File: src/rtl/reg_wb_arbiter_pkg.sv
// Shared register-file constants and the
// write-back arbiter defaults.
package reg_wb_arbiter_pkg;

    localparam int REGISTER_FILE_ADDRESS_LEN = 4;
    localparam int REGISTER_FILE_LEN = 1 << REGISTER_FILE_ADDRESS_LEN;
    localparam int REGISTER_FILE_SIZE = 32;
    localparam int WB_FIFO_DEPTH = 4;

    // A counter must hold 0..depth pending writes.
    function automatic int cnt_width(input int depth);
        return $clog2(depth + 1);
    endfunction

endpackage

File: src/rtl/reg_wb_arbiter_wb_fifo.sv
// Port B result buffer: synchronous FIFO with
// extra-bit wrap pointers.
module wb_fifo
    import reg_wb_arbiter_pkg::*;
#(
    parameter int W = REGISTER_FILE_ADDRESS_LEN + REGISTER_FILE_SIZE,
    parameter int DEPTH = WB_FIFO_DEPTH
) (
    input  logic         clk,
    input  logic         rst,
    input  logic         push,
    input  logic [W-1:0] wdata,
    input  logic         pop,
    output logic [W-1:0] rdata,
    output logic         full,
    output logic         empty
);

    localparam int PW = $clog2(DEPTH);

    logic [PW:0]  wr_ptr;
    logic [PW:0]  rd_ptr;
    logic [W-1:0] mem [DEPTH];
    logic         do_push;
    logic         do_pop;

    assign do_push = push & ~full;
    assign do_pop  = pop & ~empty;

    assign empty = (wr_ptr == rd_ptr);
    assign full  = (wr_ptr[PW] != rd_ptr[PW]) &&
                   (wr_ptr[PW-1:0] == rd_ptr[PW-1:0]);
    assign rdata = mem[rd_ptr[PW-1:0]];

    always_ff @(posedge clk or negedge rst) begin
        if (!rst) begin
            wr_ptr <= '0;
            rd_ptr <= '0;
        end else begin
            if (do_push) wr_ptr <= wr_ptr + (PW+1)'(1);
            if (do_pop)  rd_ptr <= rd_ptr + (PW+1)'(1);
        end
    end

    always_ff @(posedge clk) begin
        if (do_push) mem[wr_ptr[PW-1:0]] <= wdata;
    end

endmodule

File: src/rtl/reg_wb_arbiter.sv
// Register-file write-port arbiter: port A priority,
// buffered port B, per-register pending scoreboard.
module reg_wb_arbiter
    import reg_wb_arbiter_pkg::*;
#(
    parameter int ADDR_W = REGISTER_FILE_ADDRESS_LEN,
    parameter int DATA_W = REGISTER_FILE_SIZE,
    parameter int DEPTH  = WB_FIFO_DEPTH
) (
    input  logic              clk,
    input  logic              rst,
    input  logic              a_en,
    input  logic [ADDR_W-1:0] a_dest,
    input  logic [DATA_W-1:0] a_value,
    input  logic              b_valid,
    output logic              b_ready,
    input  logic [ADDR_W-1:0] b_dest,
    input  logic [DATA_W-1:0] b_value,
    output logic              wb_en,
    output logic [ADDR_W-1:0] wb_dest,
    output logic [DATA_W-1:0] wb_value,
    input  logic [ADDR_W-1:0] q_addr_1,
    input  logic [ADDR_W-1:0] q_addr_2,
    output logic              busy_1,
    output logic              busy_2,
    output logic              order_err
);

    localparam int CNT_W = cnt_width(DEPTH);
    localparam int NREG  = 1 << ADDR_W;
    localparam int ENT_W = ADDR_W + DATA_W;

    logic              fifo_full;
    logic              fifo_empty;
    logic              push;
    logic              pop;
    logic [ENT_W-1:0]  head;
    logic [ADDR_W-1:0] head_dest;
    logic [DATA_W-1:0] head_value;
    logic [NREG-1:0]   inc;
    logic [NREG-1:0]   dec;
    logic [CNT_W-1:0]  pend [NREG];

    assign b_ready = rst & ~fifo_full;
    assign push    = b_valid & b_ready;
    assign pop     = ~a_en & ~fifo_empty;
    assign {head_dest, head_value} = head;

    wb_fifo #(
        .W     (ENT_W),
        .DEPTH (DEPTH)
    ) u_fifo (
        .clk   (clk),
        .rst   (rst),
        .push  (push),
        .wdata ({b_dest, b_value}),
        .pop   (pop),
        .rdata (head),
        .full  (fifo_full),
        .empty (fifo_empty)
    );

    always_comb begin
        inc = '0;
        dec = '0;
        for (int i = 0; i < NREG; i++) begin
            inc[i] = push && (b_dest == ADDR_W'(i));
            dec[i] = pop && (head_dest == ADDR_W'(i));
        end
    end

    // Simultaneous inc/dec on one register cancels out.
    always_ff @(posedge clk or negedge rst) begin
        if (!rst) begin
            for (int i = 0; i < NREG; i++) pend[i] <= '0;
        end else begin
            for (int i = 0; i < NREG; i++) begin
                if (inc[i] && !dec[i])
                    pend[i] <= pend[i] + CNT_W'(1);
                else if (dec[i] && !inc[i])
                    pend[i] <= pend[i] - CNT_W'(1);
            end
        end
    end

    assign busy_1 = |pend[q_addr_1];
    assign busy_2 = |pend[q_addr_2];

    always_ff @(posedge clk or negedge rst) begin
        if (!rst) begin
            wb_en    <= 1'b0;
            wb_dest  <= '0;
            wb_value <= '0;
        end else if (a_en) begin
            wb_en    <= 1'b1;
            wb_dest  <= a_dest;
            wb_value <= a_value;
        end else if (!fifo_empty) begin
            wb_en    <= 1'b1;
            wb_dest  <= head_dest;
            wb_value <= head_value;
        end else begin
            wb_en    <= 1'b0;
        end
    end

    always_ff @(posedge clk or negedge rst) begin
        if (!rst)
            order_err <= 1'b0;
        else if (a_en && |pend[a_dest])
            order_err <= 1'b1;
    end

endmodule

File: config.mk
export PLATFORM = sky130hd
export DESIGN_NAME = reg_wb_arbiter
export DESIGN_NICKNAME = d
export VERILOG_FILES = /design/src/rtl/reg_wb_arbiter_pkg.sv /design/src/rtl/reg_wb_arbiter_wb_fifo.sv /design/src/rtl/reg_wb_arbiter.sv
export SDC_FILE = /design/constraint.sdc
export NUM_CORES = 1
export LEC_CHECK = 0
export CORE_ASPECT_RATIO = 1.75
export CORE_MARGIN = 2
export CORE_UTILIZATION = 50
export CTS_CLUSTER_SIZE = 16
export DETAILED_ROUTE_END_ITERATION = 12
export GPL_ROUTABILITY_DRIVEN = 1
export MAX_ROUTING_LAYER = met4
export PLACE_DENSITY = 0.73
export SETUP_SLACK_MARGIN = 0.02
export SYNTH_ARGS = -nofsm -noshare
export SYNTH_HDL_FRONTEND = slang
export SYNTH_SLANG_ARGS = --single-unit
File: constraint.sdc
create_clock -name clk -period 2.9 [get_ports clk]
set_input_delay 0.58 -clock clk [delete_from_list [all_inputs] [get_ports clk]]
set_output_delay 0.58 -clock clk [all_outputs]
set_load 0.03 [all_outputs]
==> results.json, run 1 <==
{
  "status": "completed",
  "seq_area_frac_synth_pct": 62.8,
  "max_freq_ghz": 0.353,
  "grt-busiest-layer": "met2",
  "grt_use_met3_pct": 2.78,
  "slowest_delay_ps": 460,
  "antenna_found_initial": 1,
  "finalCriticalPeriod_ps": 2840,
  "hold_path.class": "input port to async pin",
  "grt_pass1_vias": 6737,
  "initial_core_util_pct": 50.6,
  "ctsHoldBuffers": 0,
  "cap_violations": 0,
  "ir_worst_vdd_v": 0.000634,
  "synth-edff-count": 144,
  "critPathKind": "flop to primary output",
  "vias_per_cell": 5.49,
  "rsz0062_at_grt": "yes",
  "drt_wl_total_mm": 22.6,
  "utilization_pct": 63.6,
  "grt_max_degree": 52,
  "yosysUniqueCellTypes": 36,
  "cts_buffer_depth": 3,
  "tns_ps": 0,
  "rows": 70,
  "max-slew-margin-rel_pct": 56.5,
  "nets": 976,
  "crit_fanout": 3,
  "critPathTopFamily": "multiplexers",
  "cts_num_sinks": 236,
  "powerDensity_nw_per_um2": 996,
  "htree_levels": 1,
  "yosys_most_used_dff": "edfxtp_1",
  "gr-usage-met1_pct": 22.6,
  "die_h_um": 196,
  "setup_violations": 0,
  "async_flop_share_pct": 39.0,
  "dieArea_um2": 22300,
  "coreArea_um2": 20800,
  "ys.warnings.count": 0,
  "cp-start-kind": "flop",
  "grt_overflow": 0,
  "synth-seq-cells": 236,
  "cts_buffers": 22,
  "dr.pass1.iters": 5,
  "final_common_cell": "edfxtp_1",
  "gp_congestion": 0.911,
  "ios": 125,
  "synthesis.area_um2": 10600,
  "synth_fp_nets": 791,
  "arrival_ps": 2260,
  "drt_iter0_drc": 340,
  "hpwlAfterDp_mm": 16.4,
  "gr-usage-all-layers_pct": 21.1,
  "period_share_pct": 97.8,
  "met2_usage_pct": 38.9,
  "clk_pin_slew_worst_paths_ps": 60,
  "postSynthCellCount": 670,
  "hold_viol_final": 0,
  "drv_slew": 0,
  "io_buffers": 124,
  "ant_nets": 0,
  "drive_gt1_share_pct": 21.4,
  "drc_errors": 0,
  "die_w_um": 114,
  "cellLeakagePower_nw": 5.16,
  "worst_slew_pin_slew_ps": 652,
  "vias": 6166,
  "cp_slowest_cell": "mux4_2",
  "layout_common_cells": "edfxtp_1, clkdlybuf4s50_1, dfrtp_1",
  "clk_latency_ps": 500,
  "cts_tree": "yes",
  "critical_path_required_ps": 2320,
  "clockRootBuffer": "clkbuf_16",
  "syn2layout_area_growth_pct": 25.7,
  "fin_skew_ps": 8.53,
  "grt_pass1_wl_mm": 35.3,
  "crit_chain": "nor3_2, mux2i_1, mux4_2, mux2_2, buf_2",
  "detail_route.wl_per_cell_um": 20.1,
  "syn_avg_cell_area_um2": 15.8,
  "cp_num_buf_inv": 1,
  "crit_path_end_kind": "primary output"
}
## power breakdown
part,internal [W],switching [W],total [W]
registers,0.00445,0.000625,0.00507
clock network,0.00166,0.00121,0.00287
logic,0.00259,0.00267,0.00526
total,0.00869,0.00451,0.0132
## through the flow
stage               hold WS, ps  power, W  instances  area, um2  setup slack [ps]
floorplan                   284   0.00845        670      10600               280
global placement            457    0.0100       1076      12400              -350
detailed placement          458    0.0103       1076      12400              -371
CTS                         295    0.0132       1116      13200              35.1
global route                340    0.0139       1124      13300             -5.28
finish                      285    0.0132       1124      13300              64.6
## worst paths after layout
path | start | end | slack [ps] | cells after the start
max | pend[20] | busy_2 | 60 | 5
max reg2reg | u_fifo.rd_ptr[0] | pend[40] | 150 | 8
max in group asynchronous | rst | pend[41] | 1550 | 3
min in group clk | pend[29] | pend[29] | 470 | 1
min | rst | wb_dest[3] | 280 | 2
min reg2reg | pend[29] | pend[29] | 470 | 1
## routing by layer
layer	routed length [um]	vias up
met4	913	0
met5	0	-
met3	837	55
li1	-	2856
met2	12700	154
met1	8070	3101
## flip-flops by register name, summed over array words and instances, names as in the netlist
name and flops:
pend 48, order_err 1, u_fifo.mem 144, wb_value 32, u_fifo.wr_ptr 3, wb_en 1, wb_dest 4, u_fifo.rd_ptr 3
## cell type report
| type | count | area [um2] |
|---|---|---|
| multi-input cells | 388 | 3760 |
| well taps | 252 | 315 |
| flip-flops and latches | 236 | 6630 |
| fillers | 1569 | 7580 |
| diodes | 1 | 2.50 |
| repair buffers | 186 | 1740 |
| inverters | 21 | 78.8 |
| clock inverters | 15 | 135 |
| clock buffers | 25 | 593 |
## cell families (layout without fill, tap and decap cells)
logic type               Yosys count  count (layout)  synth area share (%)
other                              0               1                     0
AND/OR/NAND/NOR                  141             141                  6.76
adder cells (fa/ha/maj)           37              37                  5.52
flip-flops                       236             236                  62.8
multiplexers                     105             105                  15.4
buffers and inverters             46             247                  2.23
AO/OA/AOI/OAI                     48              48                  2.57
XOR/XNOR                          57              57                  4.73
## cell usage after synthesis, types with 8 or more instances
master	number	area (um2)
nor2_1	32	120
xnor2_1	21	184
nor3_1	21	105
nand2_1	54	203
inv_1	21	78.8
fa_1	16	320
dfrtp_1	92	2300
buf_2	8	40.0
xor2_1	36	315
o21ai_0	38	190
mux2_2	19	214
mux2i_1	42	420
clkbuf_1	8	30.0
mux4_2	44	991
ha_1	21	263
edfxtp_1	144	4320
nor4_1	8	50.1
## timing repair
item,in CTS,in global routing
pin swaps,0,1
setup endpoints to repair,2,16
buffers inserted,0,7
endpoints found under the hold margin,0,0
resized for setup,9,10
Note: power is estimated with default switching activity, not from simulation.
==> inputs of run 2 (changes only) <==
- PLACE_DENSITY: 0.73 -> 0.74
==> run 2 against run 1 <==
Effect of this change:
- hold slack worse by 120 ps
- core utilization is 0.46 points lower
- fmax is 0.41% higher
- non-clock buffer count is 6 lower
- cell area is 0.72% lower
- critical path depth stayed put
- via count is 2.9% higher
- sequential share of layout area is 0.37 points higher
- die area stayed put
==> results.json, run 2 (synthesis gave the netlist of run 1 again) <==
{
  "status": "completed",
  "cts_tree": "yes",
  "setup_slack_ps": 76.1,
  "cp_num_buf_inv": 2,
  "setup_violations": 0,
  "grt_pass1_wl_mm": 36.2,
  "rows": 70,
  "vias": 6346,
  "clockRootBuffer": "clkbuf_16",
  "detail_route.wl_per_cell_um": 20.6,
  "ctsHoldBuffers": 0,
  "ant_nets": 0,
  "max_freq_ghz": 0.354,
  "cap_violations": 0,
  "final_common_cell": "edfxtp_1",
  "dp_cells": 1071,
  "holdWs_ps": 160,
  "cellLeakagePower_nw": 5.10,
  "cp_slowest_cell": "clkdlybuf4s50_1",
  "critical_path_required_ps": 2320,
  "ios": 125,
  "cts_num_sinks": 236,
  "syn2layout_area_growth_pct": 24.8,
  "worst_slew_pin_slew_ps": 848,
  "initial_core_util_pct": 50.6,
  "crit_fanout": 4,
  "drt_iter0_drc": 330,
  "fin_skew_ps": 11.2,
  "gr-usage-all-layers_pct": 21.7,
  "hold_viol_final": 0,
  "cts_buffer_depth": 3,
  "arrival_ps": 2240,
  "gp_congestion": 0.890,
  "drv_slew": 0,
  "hold_path.class": "input port to async pin",
  "crit_chain": "clkdlybuf4s50_1, mux4_2, mux2i_1, mux2_2, buf_4",
  "clk_latency_ps": 510,
  "antenna_found_initial": 3,
  "layout_common_cells": "edfxtp_1, clkdlybuf4s50_1, dfrtp_1",
  "utilization_pct": 63.2,
  "dpl_worst_slack_ps": -375,
  "io_buffers": 124,
  "grt_pass1_vias": 6965,
  "clk_pin_slew_worst_paths_ps": 70,
  "hpwlAfterDp_mm": 16.7,
  "tns_ps": 0,
  "drive_gt1_share_pct": 21.0,
  "die_w_um": 114,
  "cts_buffers": 22,
  "coreArea_um2": 20800,
  "crit_path_end_kind": "primary output",
  "drc_errors": 0,
  "grt_overflow": 0,
  "ir_worst_vdd_v": 0.000676,
  "grt_max_degree": 64,
  "slowest_delay_ps": 630,
  "cp-start-kind": "input port",
  "htree_levels": 1,
  "rsz0062_at_grt": "yes",
  "die_h_um": 196,
  "period_share_pct": 97.4,
  "critPathKind": "input port to primary output",
  "max-slew-margin-rel_pct": 43.5,
  "final_cells": 1120,
  "finalCriticalPeriod_ps": 2820,
  "dr.pass1.iters": 5,
  "nets": 970,
  "critPathTopFamily": "multiplexers",
  "powerDensity_nw_per_um2": 990,
  "largest_reg_flops": 144,
  "drt_wl_total_mm": 23.1,
  "vias_per_cell": 5.67,
  "r2r_setup_slack_ps": 80,
  "dieArea_um2": 22300
}
-- run 2: layout make-up --
type | instances | area [um2]
fillers | 1509 | 7680
repair buffers | 180 | 1670
clock inverters | 14 | 81.3
diodes | 3 | 7.51
multi-input cells | 388 | 3770
well taps | 252 | 315
inverters | 21 | 78.8
clock buffers | 26 | 617
flip-flops and latches | 236 | 6630
-- run 2: layer usage --
| layer | vias up | GRT usage [%] | routed length (um) | share of wire (%) |
|---|---|---|---|---|
| li1 | 2840 | - | - | - |
| met1 | 3213 | 22.2 | 7750 | 34 |
| met2 | 215 | 39.7 | 13200 | 57 |
| met3 | 78 | 2.75 | 959 | 4.2 |
| met4 | 0 | 11.5 | 1200 | 5.2 |
| met5 | - | - | 0 | 0 |
-- run 2: path summary, 6_finish.rpt --
check	to	cells after the start	startpoint
setup / recovery	busy_1	5	q_addr_1[0]
hold / removal	pend[5]	2	rst
setup reg to reg	pend[22]	8	u_fifo.rd_ptr[0]
hold reg to reg	pend[29]	1	pend[29]
max in group asynchronous	pend[20]	3	rst
min in group clk	pend[29]	1	pend[29]
-- run 2: where the power goes --
group | internal [W] | switching (W) | total, W
clock network | 0.00153 | 0.00122 | 0.00275
logic | 0.00251 | 0.00266 | 0.00517
registers | 0.00445 | 0.000666 | 0.00511
-- run 2: metrics by stage --
step / area, um2 / power, W
2_1_floorplan: 10600 / 0.00845
3_3_place_gp: 12300 / 0.00992
3_5_place_dp: 12300 / 0.0102
4_1_cts: 13100 / 0.0131
5_1_grt: 13200 / 0.0137
6_report: 13200 / 0.0130
-- run 2: timing repair --
| action | in CTS | in global routing |
|---|---|---|
| gates resized for setup | 11 | 10 |
| cloned | 0 | 0 |
| endpoints found under the setup margin | 2 | 24 |
| pin swaps | 0 | 4 |
| buffers inserted | 1 | 5 |
